===== src/rtl/neuron_update_sequencer.sv =====
// ---------------------------------------------------------------------------
// neuron_update_sequencer
//
// Drives one neuron update per step of a Hopfield-style history network.
// For every step it walks the stored weight vector against the live
// neuron history, one term per clock. It then decides the new neuron state
// from the sign of the sum. Finally it pushes that state into an external
// history shift register.
//
// Ports
//   update_clk   : clock, all state changes on the rising edge
//   rst          : asynchronous, active-high reset (clears weights too)
//   start        : begin a run; only looked at while idle
//   num_steps    : number of neuron updates in the run, latched with start
//   w_we         : weight write enable, honoured only while idle
//   w_addr       : weight index, writes at or beyond N_NEURON are dropped
//   w_data       : signed weight value
//   xalt_packed  : neuron history, state i in bits [2i+1:2i]
//   xin          : new neuron state for the history shift register
//   shift_en     : one-cycle strobe advancing the history by one
//   busy         : high whenever the sequencer is not idle
//   done         : one-cycle pulse at the end of a run
//   step_count   : shift_en pulses issued in the current or last run
//   sum_out      : most recent completed weighted sum
// ---------------------------------------------------------------------------
module neuron_update_sequencer #(
  parameter int N_NEURON = 20,
  parameter int W_WIDTH  = 4
) (
  input  logic                       update_clk,
  input  logic                       rst,
  input  logic                       start,
  input  logic [7:0]                 num_steps,
  input  logic                       w_we,
  input  logic [4:0]                 w_addr,
  input  logic signed [W_WIDTH-1:0]  w_data,
  input  logic [2*N_NEURON-1:0]      xalt_packed,
  output logic [1:0]                 xin,
  output logic                       shift_en,
  output logic                       busy,
  output logic                       done,
  output logic [7:0]                 step_count,
  output logic signed [9:0]          sum_out
);

  // The accumulator is 10 bits wide. With 4-bit weights and states down to
  // -2, the worst-case sums of -280 and +320 still fit.
  localparam int ACC_W = 10;
  localparam int K_W   = (N_NEURON > 1) ? $clog2(N_NEURON) : 1;
  localparam logic [K_W-1:0] K_LAST = K_W'(N_NEURON - 1);

  typedef enum logic [1:0] {
    IDLE,
    ACCUM,
    DECIDE,
    DONE
  } state_t;

  state_t state;
  state_t state_nxt;

  logic signed [W_WIDTH-1:0] weights [N_NEURON];

  logic [K_W-1:0]          k;
  logic signed [ACC_W-1:0] acc;
  logic signed [ACC_W-1:0] term;
  logic signed [ACC_W-1:0] w_ext;
  logic signed [W_WIDTH-1:0] w_cur;
  logic [1:0]              x_cur;
  logic [7:0]              steps_lat;
  logic [1:0]              xin_q;
  logic signed [ACC_W-1:0] sum_q;
  logic [1:0]              decide_xin;
  logic                    last_term;
  logic                    more_steps;
  logic                    w_addr_ok;

  // Current term operands. The history is read live, so a shift issued in
  // DECIDE is already visible on the first term of the next ACCUM pass.
  assign w_cur     = weights[k];
  assign x_cur     = xalt_packed[2*k +: 2];
  assign w_ext     = {{(ACC_W-W_WIDTH){w_cur[W_WIDTH-1]}}, w_cur};
  assign last_term = (k == K_LAST);
  assign w_addr_ok = (32'(w_addr) < N_NEURON);

  // Compare in 9 bits so that step_count = 255 cannot wrap the test.
  assign more_steps = (({1'b0, step_count} + 9'd1) < {1'b0, steps_lat});

  // A non-negative sum fires the neuron (+1), a negative sum gives -1.
  assign decide_xin = acc[ACC_W-1] ? 2'b11 : 2'b01;

  // Each history state is a 2-bit signed value, so the product reduces to
  // pass, negate, negate-and-double, or zero. No multiplier is needed.
  always_comb begin
    term = '0;
    case (x_cur)
      2'b01:   term = w_ext;
      2'b11:   term = -w_ext;
      2'b10:   term = -(w_ext <<< 1);
      default: term = '0;
    endcase
  end

  // State register.
  always_ff @(posedge update_clk or posedge rst) begin
    if (rst) begin
      state <= IDLE;
    end else begin
      state <= state_nxt;
    end
  end

  // Next-state logic. A zero-length run goes straight to DONE, so the
  // caller still gets its done pulse.
  always_comb begin
    state_nxt = state;
    case (state)
      IDLE: begin
        if (start) begin
          state_nxt = (num_steps == 8'd0) ? DONE : ACCUM;
        end
      end
      ACCUM: begin
        if (last_term) begin
          state_nxt = DECIDE;
        end
      end
      DECIDE: begin
        state_nxt = more_steps ? ACCUM : DONE;
      end
      DONE: begin
        state_nxt = IDLE;
      end
      default: begin
        state_nxt = IDLE;
      end
    endcase
  end

  // Output logic. In DECIDE, xin and sum_out show the fresh decision
  // directly. Otherwise they hold the last registered decision.
  always_comb begin
    busy     = (state != IDLE);
    shift_en = (state == DECIDE);
    done     = (state == DONE);
    xin      = xin_q;
    sum_out  = sum_q;
    if (state == DECIDE) begin
      xin     = decide_xin;
      sum_out = acc;
    end
  end

  // Datapath. The accumulator and term index are cleared on every entry
  // to ACCUM, both from IDLE and from DECIDE.
  always_ff @(posedge update_clk or posedge rst) begin
    if (rst) begin
      k          <= '0;
      acc        <= '0;
      steps_lat  <= '0;
      step_count <= '0;
      xin_q      <= 2'b01;
      sum_q      <= '0;
    end else begin
      case (state)
        IDLE: begin
          if (start) begin
            steps_lat  <= num_steps;
            step_count <= '0;
            acc        <= '0;
            k          <= '0;
          end
        end
        ACCUM: begin
          acc <= acc + term;
          if (!last_term) begin
            k <= k + 1'b1;
          end
        end
        DECIDE: begin
          xin_q      <= decide_xin;
          sum_q      <= acc;
          step_count <= step_count + 8'd1;
          acc        <= '0;
          k          <= '0;
        end
        default: begin
        end
      endcase
    end
  end

  // Weight store. Writes are accepted only while idle, so a run always
  // uses one consistent weight set.
  always_ff @(posedge update_clk or posedge rst) begin
    if (rst) begin
      for (int i = 0; i < N_NEURON; i++) begin
        weights[i] <= '0;
      end
    end else if (w_we && (state == IDLE) && w_addr_ok) begin
      weights[w_addr] <= w_data;
    end
  end

endmodule


===== config.mk =====
export PLATFORM = sky130hd
export DESIGN_NAME = neuron_update_sequencer
export DESIGN_NICKNAME = d
export VERILOG_FILES = /design/src/rtl/neuron_update_sequencer.sv
export SDC_FILE = /design/constraint.sdc
export NUM_CORES = 1
export LEC_CHECK = 0
export ABC_AREA = 1
export CORE_MARGIN = 8
export CORE_UTILIZATION = 60
export CTS_CLUSTER_SIZE = 8
export DETAILED_ROUTE_END_ITERATION = 10
export DONT_BUFFER_PORTS = 1
export GPL_TIMING_DRIVEN = 0
export MAX_ROUTING_LAYER = met4
export PLACE_DENSITY = 0.74
export SLEW_MARGIN = 20
export SYNTH_ARGS = -nofsm -noshare
export SYNTH_HDL_FRONTEND = slang
export SYNTH_SLANG_ARGS = --single-unit
export TNS_END_PERCENT = 100

===== constraint.sdc =====
create_clock -name update_clk -period 5.2 [get_ports update_clk]
set_clock_uncertainty 0.2 [all_clocks]
set_input_delay 0.78 -clock update_clk [delete_from_list [all_inputs] [get_ports update_clk]]
set_output_delay 0.78 -clock update_clk [all_outputs]
set_load 0.01 [all_outputs]

==> run metrics, run 1 <==
share of layout cells above drive strength 1 0.0692; post-cts sizing count 0; switch share 0.421; sequential area share after synthesis 0.433; flop-to-flop setup slack 900 ps; DP Wirelength 13.1 mm; drt wl/cell 15.8 um; GRT overflow 0; worst vdd rail ir drop 0.000296 V; ys flop type dfrtp_1; CTS Buf Count 17; clock buffer depth 2; max cap viols 0; n_diodes 0; CP required 5310 ps; final worst path period share 0.827; setup TNS 0 ps; Detailed Route WL 18.7 mm; Routed Antenna Nets 0; Final Max Slew Viols 0; initial antenna violation count 0; Worst-Margin Slew 586 ps; CTS Root Cell clkbuf_16; vias in the first global route 6252; Die Wd 126 um; Period minus WS final 4300 ps; gr usage total 0.252; # H-tree levels 4; DR vias/cell 5.42; CP startpoint kind flop; CP top delay family simple AND/OR/NAND/NOR gates; vias 6430; syn avg cell area 7.18 sq um; outcome finished, final reports clean; Setup Viol. Count Final 0; final hold vios 0; # hold bufs at CTS 0; Slowest-stage cell, CP o311ai_0; worst path cell trace buf_6, inv_6, buf_2, nand2_1, nand3_1, nand2_1, nand2_1, nand2_1, nor2_1, nor2_1, nor2_4, ha_1, nand3_1, ha_1, o311ai_0, ha_1, inv_1, nor3_1, nand3_1, o2111ai_1, xor2_1, nand3_1, nand3_1, nand2_1; switching pwr 0.00212 W; syn_nets 1090; number of remaining DRC errors 0; final core utilization 0.680; slew margin rel. 0.609; pwr dens 621 mW/mm^2; CTS tree built; buffers added on ports 0; Setup CP Type flop to flop; Clock Power Share 0.261; Logic pwr share 0.478; ys async rst share 1.00; number of synthesized flops with an enable pin 0; first-pass GRT wire length 30.8 mm; CP bufs+invs 4; RSZ-0062 raised after global routing no; Starting Density 0.607; drt first pass iters 5; Critical Path Max Stage Delay 440 ps; Core Footprint 0.0119 sq mm; worst-path fanout max 10; Post-Syn Instances 1007; Data arrival, critical path 4400 ps; post-place instance area 0.00744 sq mm; flops & latches, synth 125; synth warn 0; Synth cell types 41; leakage power 4.22 nW; drt first-iter violations 456; # nets final 1110; HP Class input port to asynchronous set/reset pin; internal power 0.00292 W; crit end category flop; # IOs 84; FMAX 233 MHz; Mapped Area 0.00723 sq mm; sequential share of power 0.261; area grow syn2layout 12.1%; die height 126 um; largest net degree at the start of global routing 76; die area 0.0158 sq mm; Worst-Skew Late Latency 420 ps; Rows 40; clk slew on worst S/H paths 60 ps; number of setup buffers added after CTS 0; post-route design area 0.00810 sq mm; clock sink count 125; GPL Wtd Cong 0.903
==> path summary, 6_finish.rpt <==
check / startpoint / end / depth (start not counted)
worst min-delay path: rst / weights[54] / 1
min in group update_clk: weights[8] / weights[8] / 2
worst min register to register: weights[8] / weights[8] / 2
worst max register to register: k[0] / acc[9] / 24
worst max-delay path: k[0] / acc[9] / 24
max in group asynchronous: rst / xin_q[0] / 2
==> registers in the layout (all words and copies together) (netlist names) <==
| name | count |
|---|---|
| weights | 80 |
| acc | 10 |
| sum_q | 10 |
| step_count | 8 |
| steps_lat | 8 |
| k | 5 |
| state | 2 |
| xin_q | 2 |
==> routing by layer <==
layer	routed length [um]	global-route usage	up-vias
li1	-	-	3216
met1	8090	0.296	3008
met2	9080	0.420	179
met3	1220	0.0608	27
met4	312	0.0807	0
met5	0	-	-
==> final cells by class <==
cell class | instances | area, sq um
well taps | 147 | 184
clock inverters | 13 | 214
repair buffers | 1 | 27.5
clock buffers | 19 | 443
plain buffers | 33 | 221
multi-input cells | 693 | 3290
flip-flops and latches | 125 | 3130
inverters | 156 | 596
fillers | 1054 | 3810
==> cells in the mapped netlist (2+ instances only) <==
cell,count,area (sq um)
o21ai_0,124,621
inv_2,3,11.3
inv_1,151,567
o221ai_1,2,17.5
buf_6,8,90.1
buf_2,3,15.0
a31oi_1,2,12.5
nand2_1,349,1310
nor2_2,2,12.5
xor2_1,5,43.8
dfrtp_1,124,3100
o22ai_1,16,100
nor3_1,9,45.0
nand3_2,3,30.0
o211ai_1,2,15.0
nand4_1,2,12.5
a21oi_1,11,55.1
o21ai_1,9,45.0
nand3_1,57,285
nor2_4,4,45.0
clkbuf_1,13,48.8
nor4_1,5,31.3
or2_2,2,12.5
buf_4,9,67.6
ha_1,21,263
nor2_1,56,210
==> through the flow <==
step	instances	hold WS [ps]	total power (W)	setup WS (ps)
finish	1187	49.8	0.00503	901
global route	1187	86.6	0.00543	481
CTS	1187	67.3	0.00504	921
detailed placement	1155	268	0.00371	954
global placement	1154	261	0.00366	-456
floorplan	1007	248	0.00316	894
==> cells by family after synthesis <==
family / after synthesis / synth area share
AO/OA/AOI/OAI: 173 / 0.129
XOR/XNOR: 6 / 0.00727
adder cells (fa/ha/maj): 22 / 0.0391
buffers and inverters: 189 / 0.112
flip-flops: 125 / 0.433
multiplexers: 1 / 0.00156
AND/OR/NAND/NOR: 491 / 0.278
==> power by group through the flow <==
stage                     combinational, W  clock [W]  sequential [W]
final                              0.00241    0.00131         0.00131
after global placement             0.00235          0         0.00132
after detailed placement           0.00238          0         0.00133
after CTS                          0.00241    0.00132         0.00131
after floorplan                    0.00186          0         0.00129
after global routing               0.00273    0.00137         0.00134
==> layout by cell type (no fill, tap or decap), drive strengths merged, types with 5 or more instances in the layout <==
| master | synthesis | layout |
|---|---|---|
| a21oi | 11 | 11 |
| buf | 20 | 21 |
| bufinv | 0 | 5 |
| clkbuf | 13 | 32 |
| clkinv | 1 | 6 |
| dfrtp | 124 | 124 |
| ha | 21 | 21 |
| inv | 155 | 156 |
| nand2 | 350 | 350 |
| nand3 | 60 | 60 |
| nor2 | 62 | 62 |
| nor3 | 9 | 9 |
| nor4 | 5 | 5 |
| o21ai | 134 | 134 |
| o22ai | 16 | 16 |
| xor2 | 5 | 5 |
(Power assumes the default switching activity.)
==> run 2, diff against run 1 <==
--- a/config.mk
+++ b/config.mk
@@ -5,7 +5,7 @@
 export SDC_FILE = /design/constraint.sdc
 export NUM_CORES = 1
 export LEC_CHECK = 0
-export ABC_AREA = 1
+export ABC_AREA = 0
 export CORE_MARGIN = 8
 export CORE_UTILIZATION = 60
 export CTS_CLUSTER_SIZE = 8
==> constraint.sdc (replaced) <==
create_clock -name update_clk -period 4.3 [get_ports update_clk]
set_clock_uncertainty 0.2 [all_clocks]
set_input_delay 0.645 -clock update_clk [delete_from_list [all_inputs] [get_ports update_clk]]
set_output_delay 0.645 -clock update_clk [all_outputs]
set_load 0.01 [all_outputs]
==> run metrics, run 2 <==
routing usage on met1 0.267 (-0.0283); max cap viols 0 (unchanged); buffers added on ports 0 (unchanged); Setup CP Type flop to flop; vias 4821 (-25%); failing checks setup timing; drt first-iter violations 371 (-19%); die height 123 um (-2.2%); area grow syn2layout 18.3%; register area 0.00313 sq mm (about the same); Setup WS post-layout -158 ps (-1060 ps); DP Wirelength 11.8 mm (-10%); CP bufs+invs 4 (unchanged); Period minus WS final 4460 ps (+159 ps); Synth cell types 55 (+34%); commonest non-fill, non-tap cell in the layout dfrtp_1; Clock Power Share 0.514 (+0.253); met3 usage 0.0639 (+0.00317); Core Footprint 0.0113 sq mm (-5.0%); CP startpoint kind flop; ys async rst share 1.00 (unchanged); most frequent cells in the layout 123 x dfrtp_1, 83 x mux2_2, 72 x nand2_1; CTS Buf Count 17 (unchanged); placed cell count 725 (-37%); Data arrival, critical path 4570 ps (+170 ps); top flop regs weights (80), acc (10), sum_q (10); slew margin rel. 0.567 (-0.0426); WHS 142 ps (+92.6 ps); clk slew on worst S/H paths 60 ps (about the same); GR peak layer met2; CP top delay family compound AO/OA/AOI/OAI gates; first-pass GRT wire length 26.6 mm (-14%); die area 0.0151 sq mm (-4.3%); Power, Total 0.00292 W (-42%); synth warn 0 (unchanged); number of synthesized flops with an enable pin 0 (unchanged); Routed Antenna Nets 0 (unchanged); GPL Wtd Cong 0.913 (+1.1%); Setup WS pre-CTS -692 ps (-1650 ps); Logic pwr share 0.062 (-0.416); syn avg cell area 11.8 sq um (+65%); sequential share of power 0.424 (+0.163); switching pwr 0.000648 W (-69%); crit end category flop; flops & latches, synth 125 (unchanged); worst path cell trace buf_12, buf_12, buf_8, mux4_2, a32oi_2, o21a_1, clkbuf_8, nand2_1, o211ai_1, o21ai_2, ha_1, a21o_1, a21oi_2, nor2b_1, o21a_1, o41a_1, a31o_4, a21o_1, a32o_1; clock sink count 125 (unchanged); initial antenna violation count 1 (+1); Final Max Slew Viols 0 (unchanged); internal power 0.00227 W (-22%); FMAX 224 MHz (-3.6%); Synth area leaders dfrtp_1 45%, mux2_2 14%, mux4_1 7.6%; gr usage total 0.239 (-0.0127); Yosys top cell by area dfrtp_1; Mapped Area 0.00687 sq mm (-4.9%); leakage power 3.92 nW (-7.0%); clock buffer depth 2 (unchanged); Biggest register weights; Rows 39 (-2.5%); fillers 767 (-27%); sequential area share after synthesis 0.455 (+0.0225); CP required 4410 ps (-900 ps); Setup Viol. Count Final 2 (+2); GRT overflow 0 (unchanged); drt first pass iters 4 (-1); pwr dens 359 mW/mm^2 (-42%); # H-tree levels 4 (unchanged); switch share 0.222 (-0.199); Critical Path Max Stage Delay 520 ps (+80 ps); # nets final 714 (-36%); most numerous cell in the Yosys netlist dfrtp_1; Die Wd 123 um (-2.2%); post-route design area 0.00813 sq mm (+0.31%); Largest register FFs 80 (unchanged); Layout Cells excl Fill 788 (-34%); share of layout cells above drive strength 1 0.304 (+0.235); Yosys top cell area share 0.452 (+0.0223); HP Class input port to flop; Worst-Margin Slew 645 ps (+59.0 ps); CTS tree built; DR vias/cell 6.12 (+13%); vias in the first global route 5160 (-17%); post-place instance area 0.00711 sq mm (-4.4%); Starting Density 0.607 (about the same); # IOs 84 (unchanged); drt wl/cell 21.2 um (+35%); ys flop type dfrtp_1; CTS Root Cell clkbuf_16; Post-Syn Instances 581 (-42%); RSZ-0062 raised after global routing yes; number of remaining DRC errors 0 (unchanged); final worst path period share 1.04 (+0.210); largest net degree at the start of global routing 69 (-9.2%); Detailed Route WL 16.7 mm (-11%); Slowest-stage cell, CP mux4_2; area of the multi-input gates 0.00361 sq mm (+9.9%); outcome complete, but fails checks; worst vdd rail ir drop 0.000359 V (+21%); met2 Usage GRT 0.408 (-0.0125); Synth top cells by count 124 x dfrtp_1, 85 x mux2_2, 73 x nand2_1, 30 x o21ai_0, 26 x nor2_1; Worst-Skew Late Latency 420 ps (about the same); syn_nets 664 (-39%); worst-path fanout max 10 (unchanged); final hold vios 0 (unchanged)
-- run 2: cell types whose count changed after synthesis, sizes merged, moves of 16 or more --
| cell | change |
|---|---|
| nor2 | -36 |
| mux4 | +27 |
| o22ai | -16 |
| nand2 | -277 |
| mux2 | +84 |
| o21ai | -104 |
| inv | -135 |
| nand3 | -50 |
-- run 2: cell families (layout without fill, tap and decap cells) --
group | Yosys count | after routing | share of synthesized area
simple gates | 154 | 154 | 0.105
flops | 125 | 125 | 0.455
mux | 122 | 122 | 0.253
compound gates | 90 | 90 | 0.0899
buf+inv | 52 | 115 | 0.0348
fa+ha+maj | 22 | 22 | 0.0412
xor+xnor | 16 | 16 | 0.0204
other cells | 0 | 1 | 0
-- run 2: power groups by stage --
stage	sequential, W	clock (W)	combinational [W]
floorplan	0.00125	0	0.000129
detailed placement	0.00126	0	0.000165
global placement	0.00126	0	0.000154
CTS	0.00124	0.00152	0.000180
global route	0.00124	0.00158	0.000205
finish	0.00124	0.00150	0.000181
-- run 2: cell type report --
class,instances,share of cell area
Clock inverter,8,0.0160
Timing Repair Buffer,31,0.0353
Antenna cell,1,0.000308
Buffer,31,0.0245
Clock buffer,24,0.0617
Tap cell,143,0.0220
Inverter,21,0.0103
Multi-Input combinational cell,404,0.445
Sequential cell,125,0.385
-- run 2: through the flow --
step / TNS [ps] / util
after floorplan: 0 / -
after global placement: -121200 / 0.626
after detailed placement: -1610 / 0.628
after CTS: -146 / 0.708
after global routing: -516 / 0.718
final: -198 / 0.718
-- run 2: layer usage --
| metal | routed length (um) | part of all wire |
|---|---|---|
| met3 | 904 | 0.054 |
| met5 | 0 | 0 |
| met1 | 6660 | 0.40 |
| met4 | 308 | 0.018 |
| met2 | 8830 | 0.53 |
-- run 2: final timing paths --
path	startpoint	to	slack [ps]	depth (start not counted)
max	k[0]	acc[9]	-160	19
min	num_steps[1]	steps_lat[1]	140	2
max reg2reg	k[0]	acc[9]	-160	19
min reg2reg	weights[10]	weights[10]	300	1
max in group asynchronous	rst	weights[34]	2600	3
min in group asynchronous	rst	steps_lat[1]	590	2
-- run 2: repair_timing --
| action | 4_1_cts | 5_1_grt |
|---|---|---|
| buffers inserted | 19 | 9 |
| gates resized for setup | 31 | 14 |
| gates cloned | 1 | 0 |
| hold buffers | 1 | 0 |
| hold endpoints to repair | 56 | 0 |
| setup endpoints to repair | 5 | 4 |
| pin swaps | 11 | 18 |
